File: config.mk
export PLATFORM = sky130hd
export DESIGN_NAME = mem_arbiter_flat
export DESIGN_NICKNAME = d
export VERILOG_FILES = /design/src/rtl/mem_arbiter_pkg.sv /design/src/rtl/mem_arbiter_if.sv /design/src/rtl/mem_arb_watchdog.sv /design/src/rtl/mem_arbiter.sv /design/src/flat_wrapper.sv
export SDC_FILE = /design/constraint.sdc
export NUM_CORES = 1
export LEC_CHECK = 0
export ABC_AREA = 1
export CAP_MARGIN = 20
export CORE_ASPECT_RATIO = 0.5
export CORE_MARGIN = 2
export CORE_UTILIZATION = 34
export DETAILED_ROUTE_END_ITERATION = 8
export PLACE_DENSITY = 0.8
export SETUP_SLACK_MARGIN = 0.02
export SLEW_MARGIN = 20
export SYNTH_ARGS = -nofsm -noshare
export SYNTH_HDL_FRONTEND = slang
export SYNTH_SLANG_ARGS = --single-unit
File: constraint.sdc
create_clock -name clk -period 1.6 [get_ports clk]
set_input_delay 0.24 -clock clk [delete_from_list [all_inputs] [get_ports clk]]
set_output_delay 0.24 -clock clk [all_outputs]
set_load 0.005 [all_outputs]
File: src/rtl/mem_arbiter_pkg.sv
// Shared types and lane helpers for the unified-memory arbiter.
// ldst_byteen is the same lane decode the datapath load/store unit uses.
package mem_arbiter_pkg;

    typedef enum logic [1:0] {
        IDLE = 2'd0,
        IACC = 2'd1,
        DACC = 2'd2
    } arb_state_t;

    localparam int BYTEEN_W     = 4;
    localparam int LDST_WIDTH_W = 2;

    localparam logic [1:0] LDST_BYTE = 2'b00;
    localparam logic [1:0] LDST_HALF = 2'b01;
    localparam logic [1:0] LDST_WORD = 2'b10;

    function automatic logic [BYTEEN_W-1:0] ldst_byteen(input logic [1:0] width,
                                                        input logic [1:0] addr_lo);
        logic [BYTEEN_W-1:0] be_s;
        case (width)
            LDST_BYTE: be_s = 4'b0001 << addr_lo;
            LDST_HALF: be_s = 4'b0011 << {addr_lo[1], 1'b0};
            default:   be_s = 4'b1111;
        endcase
        return be_s;
    endfunction

endpackage

File: src/rtl/mem_arbiter_if.sv
// Datapath-facing split memory ports plus the single-ported RAM bus.
// slave is the arbiter's view; master is the datapath/RAM environment.
interface mem_arbiter_if
    import mem_arbiter_pkg::*;
#(
    parameter int ADDR_W = 32
);
    logic                    imem_ren;
    logic [31:0]             imem_addr;
    logic [31:0]             imem_load;
    logic                    ihit;
    logic                    dmem_ren;
    logic                    dmem_wen;
    logic [31:0]             dmem_addr;
    logic [LDST_WIDTH_W-1:0] dmem_width;
    logic [31:0]             dmem_store;
    logic [31:0]             dmem_load;
    logic                    dhit;
    logic                    ifault;
    logic                    dfault;
    logic                    ram_ren;
    logic                    ram_wen;
    logic [ADDR_W-1:0]       ram_addr;
    logic [BYTEEN_W-1:0]     ram_byteen;
    logic [31:0]             ram_store;
    logic [31:0]             ram_load;
    logic                    ram_ready;

    modport slave (
        input  imem_ren, imem_addr, dmem_ren, dmem_wen, dmem_addr, dmem_width,
               dmem_store, ram_load, ram_ready,
        output imem_load, ihit, dmem_load, dhit, ifault, dfault,
               ram_ren, ram_wen, ram_addr, ram_byteen, ram_store
    );

    modport master (
        output imem_ren, imem_addr, dmem_ren, dmem_wen, dmem_addr, dmem_width,
               dmem_store, ram_load, ram_ready,
        input  imem_load, ihit, dmem_load, dhit, ifault, dfault,
               ram_ren, ram_wen, ram_addr, ram_byteen, ram_store
    );
endinterface

File: src/rtl/mem_arb_watchdog.sv
// Access watchdog: counts cycles spent in an access state and flags expiry
// on the last permitted cycle. TIMEOUT_CYCLES of 0 disables it.
module mem_arb_watchdog #(
    parameter int TIMEOUT_CYCLES = 64
) (
    input  logic clk,
    input  logic nrst,
    input  logic active,
    output logic timeout
);
    localparam int CNT_W = (TIMEOUT_CYCLES > 1) ? $clog2(TIMEOUT_CYCLES) : 1;

    logic [CNT_W-1:0] cnt_r;
    logic             expire_s;

    // Expiry decode on the final cycle of the allowed window
    always_comb begin
        expire_s = 1'b0;
        if (TIMEOUT_CYCLES == 0) begin
            expire_s = 1'b0;
        end else begin
            expire_s = active && (cnt_r == CNT_W'(TIMEOUT_CYCLES - 1));
        end
    end

    // Cycle counter, held at zero outside an access so each entry starts fresh
    always_ff @(posedge clk or negedge nrst) begin
        if (!nrst) begin
            cnt_r <= '0;
        end else if (!active || expire_s) begin
            cnt_r <= '0;
        end else begin
            cnt_r <= cnt_r + 1'b1;
        end
    end

    assign timeout = expire_s;

endmodule

File: src/rtl/mem_arbiter.sv
// Arbiter between split I/D memory ports and a single-ported unified RAM.
// Optional one-entry fetch buffer is enabled with `define MEM_ARB_FETCH_BUF_EN.
module mem_arbiter
    import mem_arbiter_pkg::*;
#(
    parameter int TIMEOUT_CYCLES = 64,
    parameter int ADDR_W         = 32
) (
    input logic           clk,
    input logic           nrst,
    mem_arbiter_if.slave  bus
);
    arb_state_t          state_r;
    arb_state_t          next_s;
    logic                dreq_s;
    logic                grant_i_s;
    logic                grant_d_s;
    logic                ihit_ram_s;
    logic                dhit_s;
    logic                ifault_s;
    logic                dfault_s;
    logic                timeout_s;
    logic                buf_hit_s;
    logic [31:0]         buf_data_s;
    logic [31:0]         imem_load_s;
    logic                ram_ren_r;
    logic                ram_wen_r;
    logic [31:0]         acc_addr_r;
    logic [BYTEEN_W-1:0] ram_byteen_r;
    logic [31:0]         ram_store_r;
    logic                unused_s;

    assign dreq_s   = bus.dmem_ren | bus.dmem_wen;
    assign unused_s = ^bus.imem_addr[1:0];

    mem_arb_watchdog #(
        .TIMEOUT_CYCLES (TIMEOUT_CYCLES)
    ) u_watchdog (
        .clk     (clk),
        .nrst    (nrst),
        .active  (state_r != IDLE),
        .timeout (timeout_s)
    );

    // State register
    always_ff @(posedge clk or negedge nrst) begin
        if (!nrst) begin
            state_r <= IDLE;
        end else begin
            state_r <= next_s;
        end
    end

    // Arbitration, completion and abort decode; completion beats timeout
    always_comb begin
        next_s     = state_r;
        grant_i_s  = 1'b0;
        grant_d_s  = 1'b0;
        ihit_ram_s = 1'b0;
        dhit_s     = 1'b0;
        ifault_s   = 1'b0;
        dfault_s   = 1'b0;
        case (state_r)
            IDLE: begin
                if (dreq_s) begin
                    next_s    = DACC;
                    grant_d_s = 1'b1;
                end else if (bus.imem_ren && !buf_hit_s) begin
                    next_s    = IACC;
                    grant_i_s = 1'b1;
                end else begin
                    next_s = IDLE;
                end
            end
            IACC: begin
                if (bus.ram_ready) begin
                    ihit_ram_s = 1'b1;
                    next_s     = IDLE;
                end else if (timeout_s) begin
                    ifault_s = 1'b1;
                    next_s   = IDLE;
                end else begin
                    next_s = IACC;
                end
            end
            DACC: begin
                if (bus.ram_ready) begin
                    dhit_s = 1'b1;
                    next_s = IDLE;
                end else if (timeout_s) begin
                    dfault_s = 1'b1;
                    next_s   = IDLE;
                end else begin
                    next_s = DACC;
                end
            end
            default: begin
                next_s = IDLE;
            end
        endcase
    end

    // RAM command register: loaded at grant, strobes dropped when the access ends
    always_ff @(posedge clk or negedge nrst) begin
        if (!nrst) begin
            ram_ren_r    <= 1'b0;
            ram_wen_r    <= 1'b0;
            acc_addr_r   <= 32'h0000_0000;
            ram_byteen_r <= 4'b0000;
            ram_store_r  <= 32'h0000_0000;
        end else if (grant_d_s) begin
            // a simultaneous read+write request is handled as the store
            ram_ren_r    <= ~bus.dmem_wen;
            ram_wen_r    <= bus.dmem_wen;
            acc_addr_r   <= {bus.dmem_addr[31:2], 2'b00};
            ram_byteen_r <= bus.dmem_wen ? ldst_byteen(bus.dmem_width[1:0], bus.dmem_addr[1:0])
                                         : 4'b1111;
            ram_store_r  <= bus.dmem_store;
        end else if (grant_i_s) begin
            ram_ren_r    <= 1'b1;
            ram_wen_r    <= 1'b0;
            acc_addr_r   <= {bus.imem_addr[31:2], 2'b00};
            ram_byteen_r <= 4'b1111;
            ram_store_r  <= bus.dmem_store;
        end else if (ihit_ram_s || dhit_s || ifault_s || dfault_s) begin
            ram_ren_r <= 1'b0;
            ram_wen_r <= 1'b0;
        end else begin
            ram_ren_r <= ram_ren_r;
            ram_wen_r <= ram_wen_r;
        end
    end

`ifdef MEM_ARB_FETCH_BUF_EN
    logic        buf_valid_r;
    logic [29:0] buf_addr_r;
    logic [31:0] buf_data_r;

    // Buffer lookup, only when the RAM path would otherwise be granted a fetch
    always_comb begin
        buf_hit_s = 1'b0;
        if ((state_r == IDLE) && bus.imem_ren && !dreq_s && buf_valid_r &&
            (bus.imem_addr[31:2] == buf_addr_r)) begin
            buf_hit_s = 1'b1;
        end else begin
            buf_hit_s = 1'b0;
        end
    end

    // Buffer fill on RAM fetch completion; drop on aliasing store or fetch abort
    always_ff @(posedge clk or negedge nrst) begin
        if (!nrst) begin
            buf_valid_r <= 1'b0;
            buf_addr_r  <= 30'h0;
            buf_data_r  <= 32'h0000_0000;
        end else if (ihit_ram_s) begin
            buf_valid_r <= 1'b1;
            buf_addr_r  <= acc_addr_r[31:2];
            buf_data_r  <= bus.ram_load;
        end else if (ifault_s ||
                     (grant_d_s && bus.dmem_wen && (bus.dmem_addr[31:2] == buf_addr_r))) begin
            buf_valid_r <= 1'b0;
        end else begin
            buf_valid_r <= buf_valid_r;
        end
    end

    assign buf_data_s = buf_data_r;
`else
    assign buf_hit_s  = 1'b0;
    assign buf_data_s = 32'h0000_0000;
`endif

    // Fetch data mux; zero whenever no hit is signalled
    always_comb begin
        imem_load_s = 32'h0000_0000;
        if (ihit_ram_s) begin
            imem_load_s = bus.ram_load;
        end else if (buf_hit_s) begin
            imem_load_s = buf_data_s;
        end else begin
            imem_load_s = 32'h0000_0000;
        end
    end

    assign bus.ihit       = ihit_ram_s | buf_hit_s;
    assign bus.imem_load  = imem_load_s;
    assign bus.dhit       = dhit_s;
    assign bus.dmem_load  = dhit_s ? bus.ram_load : 32'h0000_0000;
    assign bus.ifault     = ifault_s;
    assign bus.dfault     = dfault_s;
    assign bus.ram_ren    = ram_ren_r;
    assign bus.ram_wen    = ram_wen_r;
    assign bus.ram_addr   = ADDR_W'(acc_addr_r);
    assign bus.ram_byteen = ram_byteen_r;
    assign bus.ram_store  = ram_store_r;

endmodule

File: src/flat_wrapper.sv
// flat-port wrapper written by rule: the top's interface ports become plain ports
module mem_arbiter_flat import mem_arbiter_pkg::*;
#(
    parameter int TIMEOUT_CYCLES = 64,
    parameter int ADDR_W         = 32
)
  (clk, nrst, bus_imem_ren, bus_imem_addr, bus_dmem_ren, bus_dmem_wen, bus_dmem_addr, bus_dmem_width, bus_dmem_store, bus_ram_load, bus_ram_ready, bus_imem_load, bus_ihit, bus_dmem_load, bus_dhit, bus_ifault, bus_dfault, bus_ram_ren, bus_ram_wen, bus_ram_addr, bus_ram_byteen, bus_ram_store);
  mem_arbiter_if #(.ADDR_W(ADDR_W)) bus_i ();
  input logic clk;
  input logic nrst;
  input wire logic [$bits(bus_i.imem_ren)-1:0] bus_imem_ren;
  input wire logic [$bits(bus_i.imem_addr)-1:0] bus_imem_addr;
  input wire logic [$bits(bus_i.dmem_ren)-1:0] bus_dmem_ren;
  input wire logic [$bits(bus_i.dmem_wen)-1:0] bus_dmem_wen;
  input wire logic [$bits(bus_i.dmem_addr)-1:0] bus_dmem_addr;
  input wire logic [$bits(bus_i.dmem_width)-1:0] bus_dmem_width;
  input wire logic [$bits(bus_i.dmem_store)-1:0] bus_dmem_store;
  input wire logic [$bits(bus_i.ram_load)-1:0] bus_ram_load;
  input wire logic [$bits(bus_i.ram_ready)-1:0] bus_ram_ready;
  output wire logic [$bits(bus_i.imem_load)-1:0] bus_imem_load;
  output wire logic [$bits(bus_i.ihit)-1:0] bus_ihit;
  output wire logic [$bits(bus_i.dmem_load)-1:0] bus_dmem_load;
  output wire logic [$bits(bus_i.dhit)-1:0] bus_dhit;
  output wire logic [$bits(bus_i.ifault)-1:0] bus_ifault;
  output wire logic [$bits(bus_i.dfault)-1:0] bus_dfault;
  output wire logic [$bits(bus_i.ram_ren)-1:0] bus_ram_ren;
  output wire logic [$bits(bus_i.ram_wen)-1:0] bus_ram_wen;
  output wire logic [$bits(bus_i.ram_addr)-1:0] bus_ram_addr;
  output wire logic [$bits(bus_i.ram_byteen)-1:0] bus_ram_byteen;
  output wire logic [$bits(bus_i.ram_store)-1:0] bus_ram_store;
  assign bus_i.imem_ren = bus_imem_ren;
  assign bus_i.imem_addr = bus_imem_addr;
  assign bus_i.dmem_ren = bus_dmem_ren;
  assign bus_i.dmem_wen = bus_dmem_wen;
  assign bus_i.dmem_addr = bus_dmem_addr;
  assign bus_i.dmem_width = bus_dmem_width;
  assign bus_i.dmem_store = bus_dmem_store;
  assign bus_i.ram_load = bus_ram_load;
  assign bus_i.ram_ready = bus_ram_ready;
  assign bus_imem_load = bus_i.imem_load;
  assign bus_ihit = bus_i.ihit;
  assign bus_dmem_load = bus_i.dmem_load;
  assign bus_dhit = bus_i.dhit;
  assign bus_ifault = bus_i.ifault;
  assign bus_dfault = bus_i.dfault;
  assign bus_ram_ren = bus_i.ram_ren;
  assign bus_ram_wen = bus_i.ram_wen;
  assign bus_ram_addr = bus_i.ram_addr;
  assign bus_ram_byteen = bus_i.ram_byteen;
  assign bus_ram_store = bus_i.ram_store;
  mem_arbiter #(.TIMEOUT_CYCLES(TIMEOUT_CYCLES), .ADDR_W(ADDR_W)) u_core (.clk(clk), .nrst(nrst), .bus(bus_i));
endmodule
==> impl_results.md, run 1 <==
* Outcome: finished with violations
* Violated checks: setup timing
* Critical Path End Type: output port
* CTS max path bufs at 2
* Post-Synth Adder-Cell Area at 0.3398%
* Largest net degree at the start of global routing at 37
* Synth Area in Simple Gates at 30.65%
* Max Slew Vio Count at 0
* Initial core utilization at 35.48%
* Root buf cell: clkbuf_16
* Fraction of layout cells with a size suffix above 1 at 29.79%
* Critical path class: reg -> out
* Post-detail-place hpwl at 10.55 mm
* Max_cap viols at 0
* WL final at 17.98 mm
* Critical Path AT at 1.67 ns
* Synth area leader: dfrtp_1
* First drt pass iteration count at 5
* Yosys top cell area share at 51.65%
* Most frequent cells in the layout: clkdlybuf4s50_1, nand2_1, dfrtp_1
* All-layer global routing usage at 26.58%
* Final Hold Viols at 0
* Main combinational cell family by area after synthesis: simple AND/OR/NAND/NOR gates
* Register area share after synthesis at 51.65%
* Global-route wire length before repair at 23.96 mm
* Filler instances at 652
* DRC viols at 0
* Clock net sink count at 76
* Fin nets at 961
* Mapped cell area at 3682 sq um
* Post-synthesis mux area share at 0%
* H-Tree Depth at 3
* Core Rows at 26
* Initial antenna violation count at 0
* IO Port Bufs at 269
* Max Clock Skew at 0.002403 ns
* Post-route worst setup slack at -0.3110 ns
* Maximum VDD drop at 0.0009137 V
* Static leakage at 3.864 nW
* Setup TNS at -21.68 ns
* Routed len/inst at 18.55 um
* Cell Pwr Density at 1643 nW/um^2
* Worst hold slack at 0.3874 ns
* Final Cycle Share at 119.4%
* Die area at 11,730 sq um
* Die height at 77.59 um
* Via density at 4.937
* N_diodes at 0
* Hold crit path type: in -> async
* Worst Path Required at 1.36 ns
* Synth Area per Inst at 7.546 sq um
* Total Power at 12.86 mW
* Yosys cell types at 24
* Finish-stage setup viols at 136
* Clk_lat worst skew at 0.33 ns
* Placer Congestion at 0.8940
* Gr ovfl total at 0
* Place WS at -0.5613 ns
* RSZ-0062 raised after global routing: yes
* Synth Area in Compound Gates at 7.305%
* First DRT Iteration DRCs at 305
* #FFs+latches synth at 76
* Area growth syn-to-layout at 112.6%
* Xor-xnor portion of the synthesized cell area at 0.2379%
* Max Freq at 0.5233 GHz
* Total CTS buffers at 9
* YS warnings at 0
* Commonest non-fill, non-tap cell in the layout: clkdlybuf4s50_1
* Die X at 151.2 um
* Core ar. at 10,380 sq um
* Via count at 4,784
* Largest cells by area after synthesis: dfrtp_1, nand2_1, nor2_1
* Crit path launch type: flop
* Number of global-route vias before repair at 4,560
* Final core occ at 75.45%
* Antenna Nets Post-Route at 0
* CP Max Fanout at 6
* CTS tree: done
* Clk pin slew, worst setup/hold paths at 0.06 ns
* Io pins at 274
* Post-route minimum period at 1.911 ns
* Gate Count Post-Synth at 488
## final timing paths
kind | cells past startpoint | endpoint | slack, ns | from
max in group asynchronous | 3 | u_core.bus.ram_store[10] | 0.69 | nrst
setup reg to reg | 9 | u_core.bus.ram_addr[10] | -0.19 | u_core.state_r[0]
hold reg to reg | 2 | u_core.bus.ram_store[19] | 0.47 | u_core.bus.ram_store[19]
setup / recovery | 8 | bus_dmem_load[14] | -0.31 | u_core.state_r[0]
hold / removal | 2 | u_core.bus.ram_store[9] | 0.39 | nrst
min in group clk | 4 | u_core.state_r[1] | 0.42 | bus_ram_ready
## stage by stage
step,instances,area (sq um)
6_report,969,7830
5_1_grt,969,7830
4_1_cts,949,7357
3_5_place_dp,902,6730
3_3_place_gp,902,6730
2_1_floorplan,489,3686
## logic make-up after synthesis
kind of cell	Yosys count
compound gates	43
xor+xnor	1
fa+ha+maj	1
buf+inv	78
flops	76
other cells	1
simple gates	288
## cells in the mapped netlist, drive strengths merged
cell type,instances
buf,27
xor2,1
o21ai,3
nand3,4
or2,1
conb,1
o22ai,1
a31oi,30
ha,1
o22a,4
nor3b,1
nor3,1
nand2,174
a21oi,5
inv,51
nor2,107
dfrtp,76
## power breakdown
part           leakage (nW)  switching (mW)  internal (mW)
sequential            0.898           0.537           2.83
clock                 0.149           0.787           1.29
combinational          2.82            3.35           4.07
## routing by layer
layer | vias up | global-route usage [%] | share of wire (%)
met1 | 2319 | 31.86 | 39
li1 | 2167 | - | -
met2 | 217 | 47.36 | 51
met5 | - | 0 | 0
met3 | 81 | 4.941 | 5.6
met4 | 0 | 10.47 | 4.5
## repair_timing
item	in CTS	in global routing
pin swaps	10	23
endpoints found under the setup margin	69	119
buffers inserted	28	10
cloned	6	10
hold buffers	1	0
gates resized for setup	359	53
hold endpoints to repair	27	0
## cell type report
cell class	count	area [sq um]	area share, %
Timing Repair Buffer	350	3466	44.26
Sequential cell	76	1902	24.29
Multi-Input combinational cell	336	1770	22.61
Clock buffer	12	256.5	3.276
Inverter	51	212.7	2.717
Tap cell	140	175.2	2.237
Clock inverter	4	47.55	0.6072
## state kept, by name (all words and copies together) (netlist names)
register and cells:
u_core.bus.ram_addr 30, u_core.bus.ram_byteen 4, u_core.bus.ram_ren 1, u_core.bus.ram_store 32, u_core.bus.ram_wen 1, u_core.state_r 2, u_core.u_watchdog.cnt_r 6
## worst max-delay path, cell delays in order, from the launching register on
cell and delay, ns:
dfrtp_1 0.42, inv_2 0.07, nand2_2 0.08, nor2_4 0.16, inv_6 0.08, buf_6 0.14
buf_16 0.14, nor2_2 0.09, buf_2 0.13
(Power assumes the default switching activity.)
==> run 2, diff against run 1 <==
--- a/config.mk
+++ b/config.mk
@@ -10,6 +10,7 @@
 export CORE_ASPECT_RATIO = 0.5
 export CORE_MARGIN = 2
 export CORE_UTILIZATION = 34
+export CTS_CLUSTER_DIAMETER = 30
 export DETAILED_ROUTE_END_ITERATION = 8
 export PLACE_DENSITY = 0.8
 export SETUP_SLACK_MARGIN = 0.02
==> results of run 2 <==
No change in the layout: final DEF, timing and power equal those of run 1.
==> run 3, diff against run 2 <==
--- a/config.mk
+++ b/config.mk
@@ -11,6 +11,7 @@
 export CORE_MARGIN = 2
 export CORE_UTILIZATION = 34
 export CTS_CLUSTER_DIAMETER = 30
+export CTS_CLUSTER_SIZE = 30
 export DETAILED_ROUTE_END_ITERATION = 8
 export PLACE_DENSITY = 0.8
 export SETUP_SLACK_MARGIN = 0.02
==> results of run 3 <==
No change in the layout: final DEF, timing and power equal those of run 1.
